## src/rtl/lfsr_random_gen_pkg.sv

```systemverilog
// Shared definitions for the LFSR random generator.
// Holds the FSM state enum, the default seed and tap mask, and the
// single-step Galois LFSR function used by the step core.
package lfsr_random_gen_pkg;

  typedef enum logic [1:0] {
    StIdle,
    StLoad,
    StWarmup,
    StRun
  } state_e;

  localparam logic [31:0] LfsrDefaultSeed = 32'h0000_0001;
  // Right-shift Galois mask for x^32 + x^22 + x^2 + x + 1.
  localparam logic [31:0] LfsrTaps        = 32'h8020_0003;

  function automatic logic [31:0] lfsr_step(input logic [31:0] value, input logic [31:0] taps);
    return value[0] ? ((value >> 1) ^ taps) : (value >> 1);
  endfunction

endpackage

```

## src/rtl/lfsr_random_gen_if.sv

```systemverilog
// Control/data bundle between the HPS PIOs and the LFSR random generator.
//   ctrl         : bit0 enable (level), bit1 reseed request (rising edge)
//   seed         : reseed value
//   random_out   : latest random word
//   valid        : a word has been produced since the last reseed/reset
//   sample_count : words produced since the last reseed (wrapping)
//   busy         : generator is loading or warming up
// master = HPS side, slave = generator.
interface lfsr_random_gen_if;

  logic [1:0]  ctrl;
  logic [31:0] seed;
  logic [31:0] random_out;
  logic        valid;
  logic [15:0] sample_count;
  logic        busy;

  modport master (
    output ctrl, seed,
    input  random_out, valid, sample_count, busy
  );

  modport slave (
    input  ctrl, seed,
    output random_out, valid, sample_count, busy
  );

endinterface

```

## src/rtl/lfsr_step_core.sv

```systemverilog
// LFSR register with load mux and step logic.
//   clk, reset_n : clock and asynchronous active-low reset
//   load         : load load_value (zero replaced by DEFAULT_SEED)
//   step         : advance one Galois step (ignored while loading)
//   load_value   : seed to load
//   lfsr_next    : value the register takes on the next step
module lfsr_step_core import lfsr_random_gen_pkg::*; #(
  parameter logic [31:0] DEFAULT_SEED = LfsrDefaultSeed,
  parameter logic [31:0] TAPS         = LfsrTaps
) (
  input  logic        clk,
  input  logic        reset_n,
  input  logic        load,
  input  logic        step,
  input  logic [31:0] load_value,
  output logic [31:0] lfsr_next
);

  logic [31:0] lfsr_q;

  assign lfsr_next = lfsr_step(lfsr_q, TAPS);

  // A zero seed would lock the LFSR at zero forever.
  always_ff @(posedge clk or negedge reset_n) begin
    if (!reset_n) begin
      lfsr_q <= DEFAULT_SEED;
    end else if (load) begin
      lfsr_q <= (load_value == '0) ? DEFAULT_SEED : load_value;
    end else if (step) begin
      lfsr_q <= lfsr_next;
    end
  end

endmodule

```

## src/rtl/lfsr_random_gen.sv

```systemverilog
// LFSR random word generator for the HPS PIO interface.
//   clk, reset_n : clock and asynchronous active-low reset
//   bus          : slave side of lfsr_random_gen_if (ctrl/seed in,
//                  random_out/valid/sample_count/busy out)
// A rising edge on ctrl[1] reloads the seed, discards WARMUP_CYCLES
// steps, then produces one word per cycle while ctrl[0] is high.
module lfsr_random_gen import lfsr_random_gen_pkg::*; #(
  parameter logic [31:0] DEFAULT_SEED  = LfsrDefaultSeed,
  parameter int unsigned WARMUP_CYCLES = 32,
  parameter logic [31:0] TAPS          = LfsrTaps
) (
  input logic               clk,
  input logic               reset_n,
  lfsr_random_gen_if.slave  bus
);

  localparam logic [7:0] WarmInit = 8'(WARMUP_CYCLES);

  state_e      state_q;
  logic [31:0] random_out_q;
  logic        valid_q;
  logic [15:0] count_q;
  logic        busy_q;
  logic        reseed_hist_q;
  logic [7:0]  warm_cnt_q;

  logic        enable;
  logic        reseed;
  logic        core_load;
  logic        core_step;
  logic [31:0] lfsr_next;

  assign enable    = bus.ctrl[0];
  assign reseed    = bus.ctrl[1] & ~reseed_hist_q;
  assign core_load = (state_q == StLoad);
  // A reseed edge pre-empts any step on the same edge.
  assign core_step = !reseed && ((state_q == StWarmup) || (state_q == StRun && enable));

  lfsr_step_core #(
    .DEFAULT_SEED (DEFAULT_SEED),
    .TAPS         (TAPS)
  ) u_core (
    .clk        (clk),
    .reset_n    (reset_n),
    .load       (core_load),
    .step       (core_step),
    .load_value (bus.seed),
    .lfsr_next  (lfsr_next)
  );

  always_ff @(posedge clk or negedge reset_n) begin
    if (!reset_n) begin
      state_q       <= StIdle;
      random_out_q  <= '0;
      valid_q       <= 1'b0;
      count_q       <= '0;
      busy_q        <= 1'b0;
      reseed_hist_q <= 1'b0;
      warm_cnt_q    <= '0;
    end else begin
      reseed_hist_q <= bus.ctrl[1];
      if (reseed) begin
        // Clear early so valid/count already read zero during LOAD.
        state_q <= StLoad;
        busy_q  <= 1'b1;
        valid_q <= 1'b0;
        count_q <= '0;
      end else begin
        unique case (state_q)
          StIdle: begin
            if (enable) state_q <= StRun;
          end
          StLoad: begin
            warm_cnt_q <= WarmInit;
            valid_q    <= 1'b0;
            count_q    <= '0;
            if (WarmInit != 8'd0) begin
              state_q <= StWarmup;
            end else begin
              state_q <= enable ? StRun : StIdle;
              busy_q  <= 1'b0;
            end
          end
          StWarmup: begin
            warm_cnt_q <= warm_cnt_q - 8'd1;
            if (warm_cnt_q == 8'd1) begin
              state_q <= enable ? StRun : StIdle;
              busy_q  <= 1'b0;
            end
          end
          StRun: begin
            if (enable) begin
              random_out_q <= lfsr_next;
              valid_q      <= 1'b1;
              count_q      <= count_q + 16'd1;
            end else begin
              state_q <= StIdle;
            end
          end
        endcase
      end
    end
  end

  assign bus.random_out   = random_out_q;
  assign bus.valid        = valid_q;
  assign bus.sample_count = count_q;
  assign bus.busy         = busy_q;

endmodule

```

## src/flat_wrapper.sv

```systemverilog
// flat-port wrapper written by rule: the top's interface ports become plain ports
module lfsr_random_gen_flat import lfsr_random_gen_pkg::*;
#(
  parameter logic [31:0] DEFAULT_SEED  = LfsrDefaultSeed,
  parameter int unsigned WARMUP_CYCLES = 32,
  parameter logic [31:0] TAPS          = LfsrTaps
)
  (clk, reset_n, bus_ctrl, bus_seed, bus_random_out, bus_valid, bus_sample_count, bus_busy);
  lfsr_random_gen_if bus_i ();
  input logic clk;
  input logic reset_n;
  input wire logic [$bits(bus_i.ctrl)-1:0] bus_ctrl;
  input wire logic [$bits(bus_i.seed)-1:0] bus_seed;
  output wire logic [$bits(bus_i.random_out)-1:0] bus_random_out;
  output wire logic [$bits(bus_i.valid)-1:0] bus_valid;
  output wire logic [$bits(bus_i.sample_count)-1:0] bus_sample_count;
  output wire logic [$bits(bus_i.busy)-1:0] bus_busy;
  assign bus_i.ctrl = bus_ctrl;
  assign bus_i.seed = bus_seed;
  assign bus_random_out = bus_i.random_out;
  assign bus_valid = bus_i.valid;
  assign bus_sample_count = bus_i.sample_count;
  assign bus_busy = bus_i.busy;
  lfsr_random_gen #(.DEFAULT_SEED(DEFAULT_SEED), .WARMUP_CYCLES(WARMUP_CYCLES), .TAPS(TAPS)) u_core (.clk(clk), .reset_n(reset_n), .bus(bus_i));
endmodule
```

## config.mk

```make
export PLATFORM = sky130hd
export DESIGN_NAME = lfsr_random_gen_flat
export DESIGN_NICKNAME = d
export VERILOG_FILES = /design/src/rtl/lfsr_random_gen_pkg.sv /design/src/rtl/lfsr_random_gen_if.sv /design/src/rtl/lfsr_step_core.sv /design/src/rtl/lfsr_random_gen.sv /design/src/flat_wrapper.sv
export SDC_FILE = /design/constraint.sdc
export NUM_CORES = 1
export LEC_CHECK = 0
export CAP_MARGIN = 25
export CORE_ASPECT_RATIO = 0.9
export CORE_MARGIN = 2
export CORE_UTILIZATION = 28
export CTS_CLUSTER_SIZE = 12
export DETAILED_ROUTE_END_ITERATION = 16
export PLACE_DENSITY = 0.59
export SYNTH_ARGS = -nofsm -noshare
export SYNTH_HDL_FRONTEND = slang
export SYNTH_SLANG_ARGS = --single-unit
```

## constraint.sdc

```tcl
create_clock -name clk -period 2.06 [get_ports clk]
set_clock_uncertainty 0.2 [all_clocks]
set_input_delay 0.412 -clock clk [delete_from_list [all_inputs] [get_ports clk]]
set_output_delay 0.412 -clock clk [all_outputs]
set_load 0.03 [all_outputs]
```

==> results.cfg <==
[run_status]
outcome = finished, final reports clean

[min_path]
holdPathStages = 2
min_path_type = flop to flop

[setup_path]
ff2ff_path_depth = 7
cp_num_buf_inv = 1
cp_slowest_cell = clkdlybuf4s50_1
cp_max_fo = 2
cp-end-kind = primary output
crit_required_ns = 1.45
slowest_delay_ns = 0.69
cp.depth = 1
crit_path_start_kind = flop
path_cells = clkdlybuf4s50_1
criticalPathCategory = flop to primary output
cp_top_family = buffers and inverters
cp.arrival_ns = 1.41

[global_route]
grt_pass1_wl_um = 18600
use_met1_pct = 18.6
antenna_found_initial = 0
first_global_vias = 3667
gr-total-overflow = 0
top_usage_layer = met2
track_usage_pct = 14.1
grt_util_met2_pct = 22.8
grt_util_met3_pct = 2.36
grt_max_degree = 51

[power]
power_density_nw_per_um2 = 1470
intPower_mw = 5.32
p_sw_share_pct = 40.5
p_sw_mw = 3.62
combPwrFrac_pct = 47.9
seq_power_share_pct = 34.1
ir_drop_mv = 0.643
p_leak_nw = 2.83
power_frac_clock_pct = 18.0

[yosys]
syn_area_per_cell_um2 = 9.68
synthCells = 460
ys_types = 49
syn_nets = 503
synth-async-reset-ratio_pct = 100
ys_seq_elements = 93
synth_edf_count = 0
ys_warn_count = 0
synth_top_flop_cell = dfrtp_1
netlist_area_um2 = 4450
yosys-top-cells-area = dfrtp_1 52%, nand2_1 11%, mux2i_1 4.9%
seq_area_frac_synth_pct = 52.3
synth_top_area_share_pct = 51.7
synth_top_area_cell = dfrtp_1

[cells_and_area]
layout_commonest_cell = nand2_1
synthToLayoutAreaGrowth_pct = 36.4
drive_above_1_share_pct = 10.9
fin_cells = 771
finish.utilization_pct = 39.2
final_cell_mix = 134 x nand2_1, 91 x dfrtp_1, 65 x clkdlybuf4s50_1
antenna_cells = 0
nets = 607
final_cell_area_um2 = 6070

[sta]
finalSetupTns_ns = 0
fin_crit_ns = 2.02
hold_viol_final = 0
setup_slack_ns = 0.0351
worstMarginPinSlew_ns = 0.488
fin_crit_sh_pct = 98.3
drv_slew = 0
max_freq_mhz = 494
rsz0062_at_grt = false
relSlewSlack_pct = 67.2
setup_viol = 0

[cts]
worstSkewPairLatency_ns = 0.35
cts.path.max_buffers = 2
cts_buffers = 9
h-tree-depth = 3
tritoncts = yes
cts_sinks = 93
clockRootBuffer = clkbuf_16
path_clk_slew_ns = 0.07

[routing]
viasPerCell = 4.84
vias = 3735
first_pass_iters = 4
wl_per_cell_um = 15.2
wirelength_um = 11700
dr.first_iter.drc_count = 308
drt.antenna.violating_nets = 0
drc = 0

[floorplanning]
die_w_um = 137
row_count = 43
ioPinCount = 86
start_util_pct = 28.7
core_um2 = 15500
chipHeight_um = 124
dieArea_um2 = 16900

[flow_run]
maxCapViolCount = 0

[placed_design]
place_area_um2 = 5740
globalplace.congestion = 0.814
dpl.cell_count = 752
io_buffers = 85
hpwl_um = 8280
pre_cts_ws_ns = -0.160
## worst paths after layout
path                                                        from                                     to  slack, ns
hold / removal             u_core.bus.random_out[10]$_DFFE_PN0P_  u_core.bus.random_out[10]$_DFFE_PN0P_       0.28
setup / recovery           u_core.bus.random_out[31]$_DFFE_PN0P_                     bus_random_out[31]       0.04
max in group asynchronous                                reset_n          u_core.state_q[0]$_DFFE_PN0P_       0.75
hold reg to reg            u_core.bus.random_out[10]$_DFFE_PN0P_  u_core.bus.random_out[10]$_DFFE_PN0P_       0.28
min in group asynchronous                                reset_n  u_core.bus.random_out[11]$_DFFE_PN0P_       0.30
setup reg to reg                   u_core.state_q[0]$_DFFE_PN0P_    u_core.u_core.lfsr_q[8]$_DFFE_PN0P_       0.09
## power groups by stage
stage | Sequential, mW | Clock [mW] | Combinational, mW
4_1_cts | 3.05 | 1.65 | 4.19
3_3_place_gp | 3.06 | 0 | 4.04
6_report | 3.05 | 1.61 | 4.28
3_5_place_dp | 3.07 | 0 | 4.18
5_1_grt | 3.15 | 1.73 | 4.67
2_1_floorplan | 3.50 | 0 | 2.12
## registers in the layout, summed over array words and instances (netlist names)
register,flops
u_core.warm_cnt_q,8
u_core.bus.valid,1
u_core.bus.random_out,32
u_core.reseed_hist_q,1
u_core.bus.sample_count,16
u_core.state_q,2
u_core.bus.busy,1
u_core.u_core.lfsr_q,32
## cells in the mapped netlist (4+ instances only)
| cell | n |
|---|---|
| nand2_1 | 134 |
| or3_1 | 6 |
| o31ai_1 | 4 |
| dfrtp_1 | 92 |
| a221o_1 | 12 |
| clkbuf_1 | 5 |
| ha_1 | 7 |
| mux2i_1 | 22 |
| or4_1 | 4 |
| o211ai_1 | 5 |
| buf_2 | 17 |
| inv_1 | 13 |
| a21oi_1 | 7 |
| nor3_1 | 5 |
| nand4_1 | 5 |
| nand3_1 | 17 |
| nor3b_1 | 13 |
| nor4_1 | 9 |
| o21ai_0 | 40 |
## layout make-up
class                   count  area, um^2
well taps                 202         253
clock inverters             7        57.6
inverters                  13        48.8
multi-input cells         327        1940
fillers                  1575        9420
repair buffers            120        1220
clock buffers               9         225
flip-flops and latches     93        2330
## routing by layer
layer  vias up  part of all wire [%]
met3        13                   3.7
met4         0                   2.1
met1      1842                    46
met2        66                    48
met5         -                     0
li1       1814                     -
## cells by family after synthesis
family	after synthesis	share of synthesized area, %
simple gates	212	23.3
flops	93	52.3
compound gates	81	12.1
buf+inv	40	4.44
mux	23	5.20
fa+ha+maj	7	1.97
xor+xnor	4	0.787
## what timing repair did
item                       CTS  global route
hold endpoints to repair    22             0
pin swaps                    0             1
resized for setup           12             9
hold buffers                 1             0
setup buffers                0             1
setup endpoints to repair   12            21
cloned                       0             1
## stage by stage
stage	total power [mW]	hold slack (ns)
detailed placement	7.25	0.134
finish	8.95	0.276
global route	9.55	0.301
CTS	8.89	0.283
global placement	7.10	0.127
floorplan	5.62	-0.0836
No activity file was read; power rests on OpenSTA's default activity.
